[src/rtl/atmega_pll_ctrl_pkg.sv]
// Shared encodings for the ATmega PLL sequencing controller: FSM states,
// PLLCSR bit positions and the counter width helper.
package atmega_pll_ctrl_pkg;

    localparam logic [1:0] ST_OFF    = 2'd0;
    localparam logic [1:0] ST_LOCK   = 2'd1;
    localparam logic [1:0] ST_LOCKED = 2'd2;
    localparam logic [1:0] ST_RETUNE = 2'd3;

    localparam logic [1:0] SW_IDLE   = 2'd0;
    localparam logic [1:0] SW_GUARD  = 2'd1;
    localparam logic [1:0] SW_SETTLE = 2'd2;

    localparam int PLOCK_BIT  = 0;
    localparam int PLLE_BIT   = 1;
    localparam int PINDIV_BIT = 4;

    // Wide enough for the larger of the two down-counters, never wraps.
    function automatic int cnt_width(input int a, input int b);
        int m;
        m = (a > b) ? a : b;
        return $clog2(m) + 1;
    endfunction

endpackage

[src/rtl/atmega_pll_clk_switch.sv]
// Glitch-free timer clock source switch: gates the timer clock, waits a guard
// interval, changes the source, then re-enables the clock.
module atmega_pll_clk_switch
    import atmega_pll_ctrl_pkg::*;
#(
    parameter int SWITCH_GUARD = 4,
    parameter int CNT_W        = 4
) (
    input  logic       i_clk,
    input  logic       i_rst_n,
    input  logic       i_plock,
    input  logic [1:0] i_frq_sel,
    output logic [1:0] o_tim_sel,
    output logic       o_tim_gate,
    output logic       o_sw_idle
);

    localparam logic [CNT_W-1:0] GUARD_RELOAD = CNT_W'(SWITCH_GUARD - 1);

    logic [1:0]       r_state;
    logic [CNT_W-1:0] r_cnt;
    logic [1:0]       r_sel;
    logic             r_gate;
    logic [1:0]       w_target;

    // An unlocked PLL must never clock the timer, so fall back to source 00.
    assign w_target = i_plock ? i_frq_sel : 2'b00;

    always_ff @(posedge i_clk or negedge i_rst_n) begin
        if (!i_rst_n) begin
            r_state <= SW_IDLE;
            r_cnt   <= '0;
            r_sel   <= 2'b00;
            r_gate  <= 1'b1;
        end else begin
            case (r_state)
                SW_IDLE: begin
                    if (w_target != r_sel) begin
                        r_state <= SW_GUARD;
                        r_gate  <= 1'b0;
                        r_cnt   <= GUARD_RELOAD;
                    end
                end
                SW_GUARD: begin
                    // Target sampled only here, so late changes during the guard win.
                    if (r_cnt == '0) begin
                        r_sel   <= w_target;
                        r_state <= SW_SETTLE;
                    end else begin
                        r_cnt <= r_cnt - 1'b1;
                    end
                end
                SW_SETTLE: begin
                    r_gate  <= 1'b1;
                    r_state <= SW_IDLE;
                end
                default: begin
                    r_gate  <= 1'b1;
                    r_state <= SW_IDLE;
                end
            endcase
        end
    end

    assign o_tim_sel  = r_sel;
    assign o_tim_gate = r_gate;
    assign o_sw_idle  = (r_state == SW_IDLE);

endmodule

[src/rtl/atmega_pll_ctrl.sv]
// PLLCSR/PLLFRQ register owner and PLL enable/lock/retune sequencer; drives
// the PLL divider configuration and the timer clock switch.
module atmega_pll_ctrl
    import atmega_pll_ctrl_pkg::*;
#(
    parameter int BUS_ADDR_DATA_LEN = 16,
    parameter int PLLCSR_ADDR       = 'h49,
    parameter int PLLFRQ_ADDR       = 'h52,
    parameter int LOCK_CYCLES       = 1024,
    parameter int SWITCH_GUARD      = 4
) (
    input  logic                         clk,
    input  logic                         rst,
    input  logic [BUS_ADDR_DATA_LEN-1:0] addr_dat,
    input  logic                         wr_dat,
    input  logic                         rd_dat,
    input  logic [7:0]                   bus_dat_in,
    output logic [7:0]                   bus_dat_out,
    output logic                         pll_run,
    output logic [7:0]                   pll_frq,
    output logic [1:0]                   tim_sel,
    output logic                         tim_gate,
    output logic                         plock
);

    localparam int                           CNT_W       = cnt_width(LOCK_CYCLES, SWITCH_GUARD);
    localparam logic [CNT_W-1:0]             LOCK_RELOAD = CNT_W'(LOCK_CYCLES - 1);
    localparam logic [BUS_ADDR_DATA_LEN-1:0] CSR_ADDR    = BUS_ADDR_DATA_LEN'(PLLCSR_ADDR);
    localparam logic [BUS_ADDR_DATA_LEN-1:0] FRQ_ADDR    = BUS_ADDR_DATA_LEN'(PLLFRQ_ADDR);

    logic [7:1]       r_pllcsr;
    logic [7:0]       r_pllfrq;
    logic             r_frq_wr;
    logic [1:0]       r_state;
    logic [CNT_W-1:0] r_cnt;
    logic [7:0]       r_pll_frq;

    logic             w_csr_sel;
    logic             w_frq_sel;
    logic             w_sw_idle;
    logic [7:0]       w_csr_rd;
    logic [1:0]       w_unused_bits;

    assign w_csr_sel = (addr_dat == CSR_ADDR);
    assign w_frq_sel = (addr_dat == FRQ_ADDR);

    // PLOCK is status only; PINDIV is consumed by the prescaler outside this block.
    assign w_unused_bits = {bus_dat_in[PLOCK_BIT], r_pllcsr[PINDIV_BIT]};

    // r_frq_wr delays the PLLFRQ write by one edge so the FSM acts on the stored value.
    always_ff @(posedge clk or negedge rst) begin
        if (!rst) begin
            r_pllcsr <= '0;
            r_pllfrq <= '0;
            r_frq_wr <= 1'b0;
        end else begin
            r_frq_wr <= wr_dat && w_frq_sel;
            if (wr_dat && w_csr_sel) begin
                r_pllcsr <= bus_dat_in[7:1];
            end
            if (wr_dat && w_frq_sel) begin
                r_pllfrq <= bus_dat_in;
            end
        end
    end

    always_ff @(posedge clk or negedge rst) begin
        if (!rst) begin
            r_state   <= ST_OFF;
            r_cnt     <= '0;
            r_pll_frq <= '0;
        end else if (!r_pllcsr[PLLE_BIT]) begin
            // Disable wins over everything, including a pending retune.
            r_state   <= ST_OFF;
            r_cnt     <= '0;
            r_pll_frq <= r_pllfrq;
        end else begin
            case (r_state)
                ST_OFF: begin
                    r_state   <= ST_LOCK;
                    r_cnt     <= LOCK_RELOAD;
                    r_pll_frq <= r_pllfrq;
                end
                ST_LOCK: begin
                    if (r_frq_wr) begin
                        r_pll_frq <= r_pllfrq;
                        r_cnt     <= LOCK_RELOAD;
                    end else if (r_cnt == '0) begin
                        r_state <= ST_LOCKED;
                    end else begin
                        r_cnt <= r_cnt - 1'b1;
                    end
                end
                ST_LOCKED: begin
                    if (r_frq_wr && (r_pllfrq != r_pll_frq)) begin
                        r_state <= ST_RETUNE;
                    end
                end
                ST_RETUNE: begin
                    // Divider may only change once the timer runs from the safe source.
                    if (w_sw_idle && (tim_sel == 2'b00)) begin
                        r_pll_frq <= r_pllfrq;
                        r_cnt     <= LOCK_RELOAD;
                        r_state   <= ST_LOCK;
                    end
                end
                default: begin
                    r_state <= ST_OFF;
                end
            endcase
        end
    end

    assign pll_run = (r_state != ST_OFF);
    assign plock   = (r_state == ST_LOCKED);
    assign pll_frq = r_pll_frq;

    always_comb begin
        w_csr_rd            = {r_pllcsr, 1'b0};
        w_csr_rd[PLOCK_BIT] = plock;
    end

    always_comb begin
        bus_dat_out = 8'h00;
        if (rd_dat && w_csr_sel) begin
            bus_dat_out = w_csr_rd;
        end else if (rd_dat && w_frq_sel) begin
            bus_dat_out = r_pllfrq;
        end
    end

    atmega_pll_clk_switch #(
        .SWITCH_GUARD (SWITCH_GUARD),
        .CNT_W        (CNT_W)
    ) u_clk_switch (
        .i_clk      (clk),
        .i_rst_n    (rst),
        .i_plock    (plock),
        .i_frq_sel  (r_pll_frq[5:4]),
        .o_tim_sel  (tim_sel),
        .o_tim_gate (tim_gate),
        .o_sw_idle  (w_sw_idle)
    );

endmodule

[config.mk]
export PLATFORM = sky130hd
export DESIGN_NAME = atmega_pll_ctrl
export DESIGN_NICKNAME = d
export VERILOG_FILES = /design/src/rtl/atmega_pll_ctrl_pkg.sv /design/src/rtl/atmega_pll_clk_switch.sv /design/src/rtl/atmega_pll_ctrl.sv
export SDC_FILE = /design/constraint.sdc
export NUM_CORES = 1
export LEC_CHECK = 0
export CORE_UTILIZATION = 48
export CTS_CLUSTER_DIAMETER = 60
export DETAILED_ROUTE_END_ITERATION = 8
export GPL_TIMING_DRIVEN = 1
export HOLD_SLACK_MARGIN = 0.12
export PLACE_DENSITY = 0.79
export SYNTH_ARGS = -nofsm -noshare
export SYNTH_HDL_FRONTEND = slang
export SYNTH_HIERARCHICAL = 1
export SYNTH_SLANG_ARGS = --single-unit
[constraint.sdc]
create_clock -name clk -period 2.15 [get_ports clk]
set_input_delay 0.3225 -clock clk [delete_from_list [all_inputs] [get_ports clk]]
set_output_delay 0.3225 -clock clk [all_outputs]
set_load 0.02 [all_outputs]
==> results.py, run 1 <==
metrics = {
    "worst_setup_path": {
        "crit_arrival_ps": 2350,
        "critPathMaxStageDelay_ps": 460,
        "worstPathCellList": "inv_2, ha_4, or3b_4, or4_4, o41ai_4, or3_4, o211ai_2",
        "critPathLaunchType": "register",
        "critical_path_class": "reg -> reg",
        "path_delay_family": "simple AND/OR/NAND/NOR gates",
        "path_max_fanout": 3,
        "crit_required_ps": 2360,
        "cpMaxStageDelayCell": "or4_4",
        "crit_buf_inv": 1,
        "worst_setup_path_end_kind": "register",
    },
    "yosys": {
        "ys_types": 58,
        "yosysWarnings": 6,
        "syn_nets": 317,
        "synth.top_cells.by_area": "dfrtp_1 45%, mux2_2 9.0%, a21oi_1 4.0%, nand2_1 3.5%, xnor2_1 2.7%",
        "avgSynthCellArea_um2": 10.2,
        "ys_seq_area_share_pct": 46.0,
        "synth-compound-area-share_pct": 16.8,
        "ys_ff_latch": 53,
        "synth_xor_area_share_pct": 3.34,
        "syn-cell-area_mm2": 0.00289,
        "syn_inst": 283,
        "ys.flop_type": "dfrtp_1",
        "synth_top_family_by_area": "simple AND/OR/NAND/NOR gates",
        "async_flop_share_pct": 100,
        "synthAdderAreaFrac_pct": 2.60,
        "yosys.area_share.simple_pct": 19.8,
        "synth_top_area_cell": "dfrtp_1",
        "synth.area.mux_share_pct": 9.32,
        "synth.top_cell.area_share_pct": 45.1,
        "synth_enable_flop_cells": 0,
    },
    "clocking": {
        "root_buffer": "clkbuf_8",
        "cts_buffers": 5,
        "clk_pin_slew_ps": 110,
        "cts_sinks": 53,
        "clk_latency_ps": 320,
        "h-tree-depth": 2,
        "clk_path_buf_depth": 2,
        "cts_tree": "done",
    },
    "run_status": {
        "status": "completed",
    },
    "power": {
        "power_uw": 1700,
        "p_per_area_mw_per_mm2": 452,
        "irDropWorstVdd_mv": 0.410,
        "cellLeakagePower_uw": 0.00175,
    },
    "cells_and_area": {
        "drive_above_1_share_pct": 24.8,
        "area_delta_synth_final_pct": 29.9,
        "antenna_cells": 0,
        "stdcell_area_mm2": 0.00375,
        "num-nets-final": 388,
    },
    "place": {
        "dp_hpwl_mm": 4.75,
        "gp_congestion": 0.837,
        "numPortBuffers": 48,
        "dpl_cell_area_mm2": 0.00360,
    },
    "routing": {
        "post_drt_wl_per_cell_um": 15.7,
        "ant_nets": 0,
        "drt-pass1-iter-count": 4,
        "vias": 2476,
        "drc": 0,
        "drt-vias-per-instance": 5.80,
        "route.final.wire_length_mm": 6.72,
        "drt_iter0_markers": 166,
    },
    "floorplan": {
        "die_x_um": 79.6,
        "core_area_mm2": 0.00564,
        "start_util_pct": 51.2,
        "boundaryPins": 49,
        "core.rowCount": 27,
        "die_y_um": 79.6,
        "die_area_mm2": 0.00633,
    },
    "timing": {
        "skew_ps": 9.66,
        "post-route-min-period_ps": 2140,
        "setup_violations": 0,
        "period_share_pct": 99.4,
        "setup_tns_ps": 0,
        "tightest_slew_ps": 510,
        "fmax_mhz": 468,
        "final_hold_viol_count": 0,
        "slew_headroom_pct": 66.0,
        "rsz0062_at_grt": "yes",
        "drv_slew": 0,
    },
    "run": {
        "maxCapViolCount": 0,
    },
    "global_route": {
        "overflow": 0,
        "grt_max_degree": 35,
        "grt_pass1_wl_mm": 11.1,
        "antenna_found_initial": 0,
        "grtUsageTotal_pct": 22.6,
        "grt_pass1_vias": 2402,
    },
    "hold_path": {
        "hold_path_class": "in -> reg",
    },
}
==> logic make-up after synthesis <==
kind of cell / count (synthesis)
simple gates: 102
compound gates: 70
flops: 53
mux: 24
buf+inv: 17
xor+xnor: 11
fa+ha+maj: 6
==> path summary, 6_finish.rpt <==
| path | from | end | slack, ps | depth (start not counted) |
|---|---|---|---|---|
| setup / recovery | r_cnt[0]$_DFFE_PN0P_ | r_state[1]$_DFFE_PN0P_ | 10 | 7 |
| hold / removal | addr_dat[5] | r_frq_wr$_DFF_PN0_ | 470 | 5 |
| setup reg to reg | r_cnt[0]$_DFFE_PN0P_ | r_state[1]$_DFFE_PN0P_ | 10 | 7 |
| hold reg to reg | u_clk_switch/o_tim_gate$_DFFE_PN1P_ | u_clk_switch/o_tim_gate$_DFFE_PN1P_ | 500 | 2 |
| max in group asynchronous | rst | r_pllfrq[0]$_DFFE_PN0P_ | 1110 | 3 |
| min in group asynchronous | rst | u_clk_switch/r_cnt[3]$_DFFE_PN0P_ | 490 | 2 |
==> repair_timing <==
item | CTS | global route
hold buffers | 1 | 0
hold endpoints to repair | 18 | 0
resized for setup | 48 | 17
setup endpoints to repair | 11 | 16
pin swaps | 7 | 8
setup buffers | 0 | 1
==> power by group <==
part	leakage (uW)	switching, uW	internal, uW	total [uW]
Clock	0.0000452	383	239	621
Combinational	0.000966	33.0	45.4	78.5
Sequential	0.000737	0.235	997	997
Total	0.00175	416	1280	1700
==> state kept, by name, summed over array words and instances, names as in the netlist <==
register                 cells
pll_frq                      8
r_frq_wr                     1
u_clk_switch/r_cnt          11
u_clk_switch/o_tim_sel       2
r_state                      2
u_clk_switch/o_tim_gate      1
r_cnt                       11
r_pllcsr                     7
r_pllfrq                     8
u_clk_switch/r_state         2
==> cell type report <==
class | instances | area, um^2
Clock buffer | 5 | 68.8
Clock inverter | 3 | 25.0
Fill cell | 435 | 1890
Inverter | 11 | 41.3
Multi-Input combinational cell | 213 | 1540
Sequential cell | 53 | 1330
Tap cell | 72 | 90.1
Timing Repair Buffer | 70 | 661
==> routing by layer <==
| metal | GRT usage [%] | wire length, um | vias to the layer above |
|---|---|---|---|
| li1 | - | - | 1192 |
| met1 | 28.8 | 2970 | 1200 |
| met2 | 36.2 | 3240 | 71 |
| met3 | 6.29 | 390 | 13 |
| met4 | 8.91 | 124 | 0 |
| met5 | 0 | 0 | - |
==> worst min-delay path, stage by stage <==
cell and delay (ps):
dlymetal6s2s_1 100, nor4_2 60, nand2_1 90, nor2_2 60
buf_12 130
==> stage by stage <==
| step | util, % | setup slack, ps | cells | hold slack (ps) |
|---|---|---|---|---|
| after CTS | 65.6 | -50.9 | 426 | 498 |
| final | 66.5 | 12.3 | 427 | 466 |
| after detailed placement | 63.9 | -653 | 417 | 312 |
| after global placement | 63.9 | -554 | 417 | 310 |
| after global routing | 66.5 | -48.2 | 427 | 478 |
| after floorplan | - | 134 | 283 | 26.9 |
==> layout by cell type, fill, tap and decap left out, types with 3 or more instances in the layout <==
cell             netlist  layout
nor2b_1                3       3
buf_4                  0      20
nand4_1                4       4
o21ai_0               14      14
and3_1                 3       3
clkdlybuf4s50_1        0      29
xnor2_1                9       9
or3_4                  2       3
or3_1                  4       4
or4_1                  5       5
ha_1                   6       5
buf_2                  1       4
nor4_2                 1       3
nand2_1               27      27
buf_6                  0       4
a22o_1                 8       8
nor2_2                 1       3
clkbuf_8               0       5
mux2_2                23      23
nor2_1                16      14
dlymetal6s2s_1         0       5
a21oi_1               23      23
o31ai_1                6       6
nand3_1                7       7
nor3_1                 6       6
or2_2                  5       5
inv_1                 11      10
dfrtp_1               52      52
==> synthesized netlist by cell type (all sizes together) (2+ instances only) <==
master	number
a21oi	23
or2	5
mux2	23
or4	6
nor4	5
o211ai	2
and3	3
nand2	27
nor2b	3
dfrtp	52
inv	11
nand2b	2
a22o	8
o31ai	6
o41ai	3
or3	7
clkbuf	5
ha	6
nand3	8
nor2	17
nand4	4
o21ai	14
nor3	6
xnor2	9
nor3b	2
xor2	2
or2b	2
Power figures use the tool's default switching activity.
==> run 2: changes to the inputs <==
--- a/config.mk
+++ b/config.mk
@@ -10,7 +10,7 @@
 export DETAILED_ROUTE_END_ITERATION = 8
 export GPL_TIMING_DRIVEN = 1
 export HOLD_SLACK_MARGIN = 0.12
-export PLACE_DENSITY = 0.79
+export PLACE_DENSITY = 0.8
 export SYNTH_ARGS = -nofsm -noshare
 export SYNTH_HDL_FRONTEND = slang
 export SYNTH_HIERARCHICAL = 1
==> run 2 against run 1 <==
Effect of this change:
- first-iteration DRC count is 27% lower
- critical path depth stayed put
- highest routed layer unchanged
- sequential power hardly changed
- flip-flop and latch count stayed put
- critical path type unchanged
- hold slack better by 25 ps
- combinational power is 2% lower
- register-to-register slack hardly changed
==> results.py, run 2 (synthesis results as in run 1) <==
metrics = {
    "power": {
        "p_clk_share_pct": 43.3,
        "power_frac_comb_pct": 4.1,
        "p_per_area_mw_per_mm2": 497,
        "cellLeakagePower_uw": 0.00174,
        "seqPwrFrac_pct": 52.6,
        "swShare_pct": 20.2,
        "power_uw": 1890,
        "p_sw_uw": 382,
        "p_int_uw": 1510,
        "irDropWorstVdd_mv": 0.311,
    },
    "timing": {
        "period_share_pct": 98.7,
        "tightest_slew_ps": 598,
        "skew_ps": 4.78,
        "whs_ps": 491,
        "slew_headroom_pct": 60.2,
        "final_hold_viol_count": 0,
        "drv_slew": 0,
        "rsz0062_at_grt": "yes",
        "setup_tns_ps": 0,
        "fmax_mhz": 471,
        "setup_violations": 0,
        "post-route-min-period_ps": 2120,
        "final.setup.worst_slack_ps": 26.9,
    },
    "cells_and_area": {
        "num-nets-final": 391,
        "final_cell_mix": "52 x dfrtp_1, 33 x clkdlybuf4s50_1, 27 x buf_4",
        "fill_cells": 438,
        "area_delta_synth_final_pct": 31.8,
        "antenna_cells": 0,
        "final_common_cell": "dfrtp_1",
        "final_cells": 430,
        "drive_above_1_share_pct": 26.0,
        "top_regs": "r_cnt (11), u_clk_switch/r_cnt (11)",
    },
    "global_route": {
        "antenna_found_initial": 0,
        "grt_max_degree": 27,
        "grt_pass1_vias": 2392,
        "overflow": 0,
        "grt_pass1_wl_mm": 10.9,
        "grtUsageTotal_pct": 22.4,
    },
    "floorplan": {
        "core_area_mm2": 0.00564,
        "core.rowCount": 27,
        "boundaryPins": 49,
        "start_util_pct": 51.2,
        "die_y_um": 79.6,
        "die_area_mm2": 0.00633,
        "die_x_um": 79.6,
    },
    "routing": {
        "drc": 0,
        "ant_nets": 0,
        "vias": 2489,
        "drt_iter0_markers": 121,
        "drt-vias-per-instance": 5.79,
        "post_drt_wl_per_cell_um": 15.4,
        "drt-pass1-iter-count": 4,
        "route.final.wire_length_mm": 6.64,
    },
    "clocking": {
        "cts_sinks": 53,
        "h-tree-depth": 2,
        "root_buffer": "clkbuf_8",
        "clk_latency_ps": 310,
        "clk_path_buf_depth": 2,
        "cts_tree": "done",
        "cts_buffers": 5,
        "clk_pin_slew_ps": 100,
    },
    "worst_setup_path": {
        "critical_path_class": "reg -> reg",
        "worst_setup_path_end_kind": "register",
        "crit_arrival_ps": 2330,
        "path_max_fanout": 3,
        "critPathLaunch": "r_cnt[0]$_DFFE_PN0P_",
        "r2r_start": "r_cnt[0]$_DFFE_PN0P_",
        "critPathLaunchType": "register",
        "crit_required_ps": 2350,
    },
    "hold_path": {
        "min_from": "u_clk_switch/o_tim_gate$_DFFE_PN1P_",
        "hold_path_class": "reg -> reg",
    },
    "place": {
        "pre_cts_ws_ps": -583,
        "gp_congestion": 0.820,
        "placed_cells": 419,
        "dp_hpwl_mm": 4.70,
        "numPortBuffers": 48,
    },
    "run": {
        "maxCapViolCount": 0,
    },
    "run_status": {
        "status": "completed",
    },
}
[run 2: changes by cell type in the layout (fill, tap and decap cells not counted), moves of 2 or more]
cell and change:
buf_4 +7, clkdlybuf4s50_1 +4, buf_2 -2, dlymetal6s2s_1 -4
bufinv_16 +2
[run 2: critical path: stages (launching register included)]
cell and delay, ps:
dfrtp_1 410, inv_2 70, ha_2 180, or3b_4 400
or4_4 450, o41ai_4 260, or3_2 180, o211ai_2 60
[run 2: metrics by stage]
step | util [%] | cell area [um^2]
3_3_place_gp | 63.9 | 3610
6_report | 67.5 | 3810
2_1_floorplan | - | 2890
4_1_cts | 66.4 | 3740
5_1_grt | 67.5 | 3810
3_5_place_dp | 63.9 | 3610
[run 2: what timing repair did]
| item | in CTS | in global routing |
|---|---|---|
| resized for setup | 48 | 14 |
| hold endpoints to repair | 23 | 0 |
| setup endpoints to repair | 10 | 24 |
| setup buffers | 0 | 2 |
| hold buffers | 1 | 0 |
| pin swaps | 7 | 6 |
[run 2: layer usage]
metal	vias up	wire length, um	track usage, %
li1	1195	-	-
met4	0	106	7.09
met5	-	0	0
met1	1222	2990	28.4
met3	11	371	6.86
met2	61	3180	36.3
[run 2: power by group through the flow]
stage / registers, uW / logic (uW) / clock network [uW]
finish: 997 / 76.9 / 820
global route: 997 / 85.9 / 871
CTS: 997 / 76.9 / 834
detailed placement: 1020 / 78.1 / 0
global placement: 1020 / 76.5 / 0
floorplan: 1020 / 3.90 / 0
[run 2: worst paths after layout]
check | depth (start not counted) | slack (ps) | to
max | 7 | 30 | r_state[1]$_DFFE_PN0P_
min | 2 | 490 | u_clk_switch/o_tim_gate$_DFFE_PN1P_
max reg2reg | 7 | 30 | r_state[1]$_DFFE_PN0P_
min reg2reg | 2 | 490 | u_clk_switch/o_tim_gate$_DFFE_PN1P_
max in group asynchronous | 3 | 980 | pll_frq[5]$_DFFE_PN0P_
min in group asynchronous | 2 | 540 | u_clk_switch/r_cnt[3]$_DFFE_PN0P_
[run 2: area by class of cell]
cell class / count / area [um^2] / share of cell area (%)
Multi-Input combinational cell: 213 / 1540 / 40.6
Sequential cell: 53 / 1330 / 34.9
Timing Repair Buffer: 73 / 666 / 17.5
Tap cell: 72 / 90.1 / 2.37
Clock buffer: 5 / 68.8 / 1.81
Clock inverter: 3 / 68.8 / 1.81
Inverter: 11 / 41.3 / 1.08
